$ cat config.mk
export PLATFORM = sky130hd
export DESIGN_NAME = grf_writeback
export DESIGN_NICKNAME = d
export VERILOG_FILES = /design/src/rtl/mips_pkg.sv /design/src/rtl/grf_read_port.sv /design/src/rtl/grf_writeback.sv
export SDC_FILE = /design/constraint.sdc
export NUM_CORES = 2
export LEC_CHECK = 0
export ABC_AREA = 1
export CORE_MARGIN = 8
export CORE_UTILIZATION = 55
export CTS_BUF_LIST = sky130_fd_sc_hd__clkbuf_4 sky130_fd_sc_hd__clkbuf_8
export DETAILED_ROUTE_END_ITERATION = 8
export PLACE_DENSITY = 0.72
export SYNTH_ARGS = -nofsm -noshare
export SYNTH_HDL_FRONTEND = slang
export SYNTH_SLANG_ARGS = --single-unit
$ cat constraint.sdc
create_clock -name clk -period 3.55 [get_ports clk]
set_input_delay 0.71 -clock clk [delete_from_list [all_inputs] [get_ports clk]]
set_output_delay 0.71 -clock clk [all_outputs]
set_load 0.005 [all_outputs]
$ cat src/rtl/mips_pkg.sv
// Shared MIPS datapath definitions: architectural register names, register
// file depth and the write-address select (RegDst) encodings.
package mips_pkg;

  localparam logic [4:0] REG_ZERO  = 5'd0;
  localparam logic [4:0] REG_RA    = 5'd31;
  localparam int         GRF_DEPTH = 32;

  // Write-address select encodings, shared with the RegDst mux stage.
  typedef enum logic [1:0] {
    RT = 2'd0,
    RD = 2'd1,
    RA = 2'd2
  } regdst_e;

  // True when an address refers to the hardwired-zero register.
  function automatic logic is_zero_reg(input logic [4:0] a);
    return (a == REG_ZERO);
  endfunction

endpackage

$ cat src/rtl/grf_read_port.sv
// One combinational read port of the general register file.
// Resolves $0 -> zero, optional same-cycle write bypass, else stored value.
module grf_read_port
  import mips_pkg::*;
#(
  parameter int WIDTH      = 32,
  parameter int DEPTH_LOG2 = 5,
  parameter int BYPASS     = 1
) (
  input  logic [DEPTH_LOG2-1:0]                     ra,
  input  logic [DEPTH_LOG2-1:0]                     wa,
  input  logic                                      byp_en,
  input  logic [WIDTH-1:0]                          wd,
  input  logic [(2**DEPTH_LOG2)-1:0][WIDTH-1:0]     regs,
  output logic [WIDTH-1:0]                          rd
);

  // Read resolution: zero register first, then bypass, then storage.
  always_comb begin
    rd = '0;
    if (ra != '0) begin
      if ((BYPASS != 0) && byp_en && (ra == wa)) begin
        rd = wd;
      end else begin
        rd = regs[ra];
      end
    end
  end

endmodule

$ cat src/rtl/grf_writeback.sv
// General register file for the single-cycle MIPS datapath.
// 2**DEPTH_LOG2 registers of WIDTH bits, $0 hardwired to zero, two
// combinational read ports and a count of committed writes.
// Optional build macro GRF_TRACE_EN prints one line per committed write.
module grf_writeback
  import mips_pkg::*;
#(
  parameter int WIDTH      = 32,
  parameter int DEPTH_LOG2 = 5,
  parameter int BYPASS     = 1
) (
  input  logic                  clk,
  input  logic                  reset,
  input  logic [31:0]           pc,
  input  logic [DEPTH_LOG2-1:0] ra1,
  input  logic [DEPTH_LOG2-1:0] ra2,
  input  logic [DEPTH_LOG2-1:0] wa,
  input  logic                  we,
  input  logic [WIDTH-1:0]      wd,
  output logic [WIDTH-1:0]      rd1,
  output logic [WIDTH-1:0]      rd2,
  output logic [31:0]           wr_count
);

  localparam int DEPTH = 2 ** DEPTH_LOG2;

  logic [DEPTH-1:0][WIDTH-1:0] regs;
  logic                        commit;
  logic                        byp_en;

  // A write commits only out of reset and never to $0.
  assign commit = we && (wa != '0);

  // Bypass is suppressed while reset is held so both ports read zero.
  assign byp_en = we && reset;

  // Register storage and write counter; entry 0 is never written.
  always_ff @(posedge clk or negedge reset) begin
    if (!reset) begin
      regs     <= '0;
      wr_count <= '0;
    end else if (commit) begin
      regs[wa] <= wd;
      wr_count <= wr_count + 32'd1;
    end
  end

  grf_read_port #(
    .WIDTH      (WIDTH),
    .DEPTH_LOG2 (DEPTH_LOG2),
    .BYPASS     (BYPASS)
  ) u_port1 (
    .ra     (ra1),
    .wa     (wa),
    .byp_en (byp_en),
    .wd     (wd),
    .regs   (regs),
    .rd     (rd1)
  );

  grf_read_port #(
    .WIDTH      (WIDTH),
    .DEPTH_LOG2 (DEPTH_LOG2),
    .BYPASS     (BYPASS)
  ) u_port2 (
    .ra     (ra2),
    .wa     (wa),
    .byp_en (byp_en),
    .wd     (wd),
    .regs   (regs),
    .rd     (rd2)
  );

`ifdef GRF_TRACE_EN
  // Simulation trace of every committed write; no effect on state.
  always_ff @(posedge clk) begin
    if (reset && commit) begin
      $display("@%08h: $%02d <= %08h", pc, wa, wd);
    end
  end
`else
  // pc only feeds the trace; fold it into a deliberately unused net.
  logic unused_pc;
  assign unused_pc = ^pc;
`endif

endmodule

### Word-level counts from Yosys, hierarchy flattened

Cells that the tools add are included.

* add/sub/neg operators: 1
* order comparisons: 4
* equal/unequal tests: 2
* mux-type cells: 11
* reduce and logical (&&, ||, !) cells: 8

Operators by type and width (number)
* 1024-bit bitwise mux: 1
* 32-bit binary-select mux with 5-bit select: 2
* 32-bit 2-to-1 mux: 7
* 32-bit demux with 5-bit select: 1
* 32-bit by 1-bit adder with 32-bit output (second input constant): 1
* 5-bit by 6-bit < comparator with 1-bit output (second input constant): 3
* 5-bit nonzero test: 3
* 5-bit == test: 2
* 5-bit by 1-bit greater-or-equal comparator with 1-bit output (second input constant): 1
* 1-bit logical AND: 5

* register bits after elaboration: 1056
* bits of input ports: 82
* output and inout bits: 96
* word-level logic and storage cells: 59

### Depth between registers and ports, before layout

* depth after elaboration: 5
* mapped depth: 13
* depth with buffers taken out: 10

### Cells and area by module

A second synthesis with hierarchy kept.

* cells, all modules: 9511
* area, all modules: 62761.4 um2

By module, submodules not included
* grf_writeback: instances 1, cells each 3639, area an instance 37647.4 um2, sequential area each 26425.3 um2
* grf_read_port: instances 2, cells each 2936, area an instance 12557.0 um2, sequential area each 0.0 um2

### Worst setup path before layout

No wires, ideal clock.

* path kind: input to output
* start: input port ra2[1]
* end: output port rd2[3]
* arrival time: 2.081 ns
* data required time: 2.840 ns
* slack: 0.759 ns
* stages: 10
* buffers on the path: 3
* path through: buf_2 inv_2 clkbuf_1 clkbuf_1 nand3_1 nand3_1 nand3_1 nand3_1 nand3_1 a21oi_1

* word-level cells in the longest chain between the ends: 4
* elaborated cells on any way between the ends: 7
* classes of those cells: eq/ne: 1; mux: 4; reduce/logical: 2

Ends and longest elaborated chain
* from (decl): RTL line grf_writeback.sv:16 `input logic [DEPTH_LOG2-1:0] ra2,`
* 32-bit binary-select mux with 5-bit select or 5-bit == test (tied branches): RTL line grf_read_port.sv:25, grf_read_port.sv:22
* 32-bit 2-to-1 mux (implied by the code) or 1-bit logical AND (tied branches): RTL line grf_read_port.sv:25, grf_read_port.sv:22
* 32-bit 2-to-1 mux: RTL line grf_read_port.sv:22 `if ((BYPASS != 0) && byp_en && (ra == wa)) begin`
* 32-bit 2-to-1 mux (*): RTL line grf_read_port.sv:21 `if (ra != '0) begin`
* to (decl): RTL line grf_writeback.sv:21 `output logic [WIDTH-1:0] rd2,`

Every way passes the cells marked *; elsewhere a longest branch is shown, timed or not. The select of a mux whose other input is x is not followed.

### Final worst setup path

* start: input port ra2[0]
* end: output port rd2[21]

The elaborated chain is that of the path after synthesis.

==> key figures <==
Outcome
  – Outcome: finished clean

Timing
  – RSZ-0062 raised after global routing: true
  – Endpoints failing setup: 0
  – Final setup margin: ~0.0047 ns
  – Slew headroom: 0.3635
  – Final worst path period need: 3.545 ns
  – Skew final: approximately 0.007 ns
  – Least-Margin Pin Slew: roughly 0.95 ns
  – Final hold slack: 0.1293 ns
  – Final period util: 0.9987
  – Slew Viols, Final: 0
  – Final Hold Fails: 0
  – FMAX: about 280 MHz

Floorplanning
  – Die area: between 0.1 and 0.15 mm2
  – Starting density of the core: 0.5514
  – Die width: 345.4 um
  – Core area: between 0.1 and 0.15 mm2
  – Row cnt: ~120
  – Chip Height: 345.4 um
  – Io pins: 178

Synthesis
  – Synth top area share: 0.4427
  – Synth Register Bits: roughly 1100
  – Net Count, Synth: 8500
  – Post-synthesis sequential area ratio: 0.4427
  – Mapped Area: between 0.05 and 0.06 mm2
  – Syn Area/Cell: just over 7 um2
  – Synth cell types: 26
  – Mapped Cells: 8417
  – Ys Warns: 0
  – Largest cells by area after synthesis: dfrtp_1 44%, nand2_1 14%, o21ai_0 10%
  – Synth area leader: dfrtp_1

Routing
  – # DRC: 0
  – Via count: 62440
  – Initial DRT Pass Iterations: 8
  – Vias per cell: slightly above 6
  – Post-route ant nets: 0
  – DRT iter0 DRCs: roughly 9200
  – Routed WL per cell: about 23 um
  – Final WL: 234600 um

Critical path
  – CP dominant cell by count: nand3_1
  – Worst setup path start: ra2[0]
  – Critical R2R Launch: wr_count[0]$_DFFE_PN0P_
  – CP arrival: 2.84 ns
  – Kind of critical path: input pin to output pin
  – CP peak stage delay: between 0.5 and 0.6 ns
  – CP required: roughly 2.8 ns
  – Crit path launch type: input pin
  – Critical path capture point type: output pin
  – Crit path max-delay cell type: clkdlybuf4s50_1
  – Worst-path fanout max: 44
  – CP cell instances: buf_12, buf_16, buf_12, nor2_1, nor2_1, nand2_1, nand3_1, nand3_1, nand3_1, nand3_4, a21oi_1, clkdlybuf4s50_1

Pwr
  – Cell Pwr Density: 511.4 mW/mm2
  – Reg power frac: 0.438
  – Part of the power in combinational logic: 0.221
  – Int Pwr: 24.26 mW
  – VDD IR-drop max: between 0.3 and 0.4 mV
  – Switching Share: 0.3235
  – NetSw: 11.60 mW
  – Pleak: roughly 34 nW
  – Clock power share: 0.340

Clock tree
  – Clk buf depth: 3
  – Clock latency reported for the late side of the worst-skew pair: ~0.86 ns
  – CTS Sinks: 1056
  – Root Buffer: clkbuf_8
  – H-Tree Depth: 4
  – Clk slew on worst S/H paths: approximately 0.070 ns
  – CTS tree: done
  – Total CTS buffers: 182

Finish
  – Final Util: 0.6478
  – Final #Nets: 8551
  – Most common cell after layout, fill and taps aside: nand2_1
  – Layout cells sized above 1: 0.1143
  – Layout area overhead: 17.47%
  – Fill count: roughly 9500
  – Register area: roughly 0.026 mm2
  – Commonest non-fill, non-tap cells in the layout: 2249 x nand2_1, 1215 x o21ai_0, 1141 x nand3_1
  – Multi-input logic area: 0.02801 mm2
  – Post-route non-filler standard cell count: approximately 10000

Worst hold path
  – Worst Hold Class: input pin to async pin

Global route
  – First-pass GRT wire length: ~350000 um
  – Vias in the first global route: around 58000
  – Largest net degree at the start of global routing: 150
  – Initial antenna violation count: 17
  – GRT Residual Overflow: 0
  – GR Util All Layers: 0.3796

Placed design
  – RePlAce Congestion: around 0.95
  – Post-DP HPWL: around 140000 um
  – Inst Count DP: between 9000 and 10000
  – Buffers on Ports: around 150
  – Pre-CTS WS: -0.4672 ns

Flow run
  – Max cap viols: 0
-- power by group through the flow --
stage / clock network [mW] / logic (mW) / registers, mW
2_1_floorplan: 0 / 5.08 / 15.5
6_report: 12.2 / 7.94 / 15.7
3_5_place_dp: 0 / 7.75 / 15.8
5_1_grt: 12.8 / 8.92 / 15.9
3_3_place_gp: 0 / 7.48 / 15.7
4_1_cts: 12.3 / 7.78 / 15.6
-- logic make-up (layout without fill, tap and decap cells) --
family | after synthesis | after routing | synth area share
buffers and inverters | 1499 | 1693 | 0.09565
other | 0 | 17 | 0
AOI/OAI and AO/OA | 1983 | 1983 | 0.1848
xor gates and xnor gates | 32 | 32 | 0.004696
adders and majority gates | 1 | 1 | 0.0002096
DFF | 1056 | 1056 | 0.4427
and+or+nand+nor | 3846 | 3846 | 0.2719
-- critical path, delay by kind of cell --
family	cells	cell delay, ns
AOI/OAI and AO/OA	1	0.17
buffers and inverters	4	1.19
and+or+nand+nor	7	0.70
-- cell type report --
cell class                      count  area share
Timing Repair Buffer              611     0.09955
Clock buffer                      298     0.05305
Antenna cell                       17   0.0006067
Sequential cell                  1056      0.3769
Tap cell                         1414     0.02523
Multi-Input combinational cell   5862      0.3995
Clock inverter                     29    0.004229
Inverter                          755     0.04097
-- registers in the layout, indices dropped and copies added (netlist names) --
signal    count
regs       1024
wr_count     32
-- synthesized netlist by cell type --
cell type,count
nand2_1,2279
o21ai_0,1218
nand3_1,1156
dfrtp_1,1056
inv_1,745
clkbuf_1,596
o211ai_1,436
a21oi_1,294
nor2_1,277
or2_2,89
buf_1,82
buf_2,66
o21ai_1,29
nor3_1,25
xor2_1,24
nand4_1,14
inv_2,10
xnor2_1,8
o22ai_1,4
nor3_2,2
nor4_4,2
a211oi_2,1
ha_1,1
nor2_2,1
nor4_2,1
o21a_1,1
-- through the flow --
stage	setup TNS (ns)	power [mW]	instance area (um2)
2_1_floorplan	0	20.54	59690
3_3_place_gp	-10.12	23.22	65500
3_5_place_dp	-11.26	23.57	65500
4_1_cts	-0.03016	35.71	69920
5_1_grt	-0.1077	37.69	70100
6_report	0	35.86	70120
-- metal layers --
layer	wire [um]	GRT usage
met3	32040	0.1200
met1	88350	0.4888
met4	16080	0.2373
met2	98150	0.5541
met5	0	0
-- final timing paths --
check / slack (ns) / endpoint / cells past startpoint
max: 0.005 / rd2[21] / 12
min: 0.13 / regs[143]$_DFFE_PN0P_ / 3
max reg2reg: 1.66 / wr_count[18]$_DFFE_PN0P_ / 7
min reg2reg: 0.39 / regs[5]$_DFFE_PN0P_ / 0
max in group asynchronous: 1.75 / regs[586]$_DFFE_PN0P_ / 4
min in group clk: 0.39 / regs[5]$_DFFE_PN0P_ / 0
-- what timing repair did --
item / in CTS / in global routing
pin swaps: 10 / 6
resized for setup: 106 / 31
hold buffers: 0 / 0
endpoints found under the hold margin: 0 / 0
setup buffers: 15 / 1
endpoints found under the setup margin: 64 / 53
cloned: 1 / 1
Note: power is estimated with default switching activity, not from simulation.
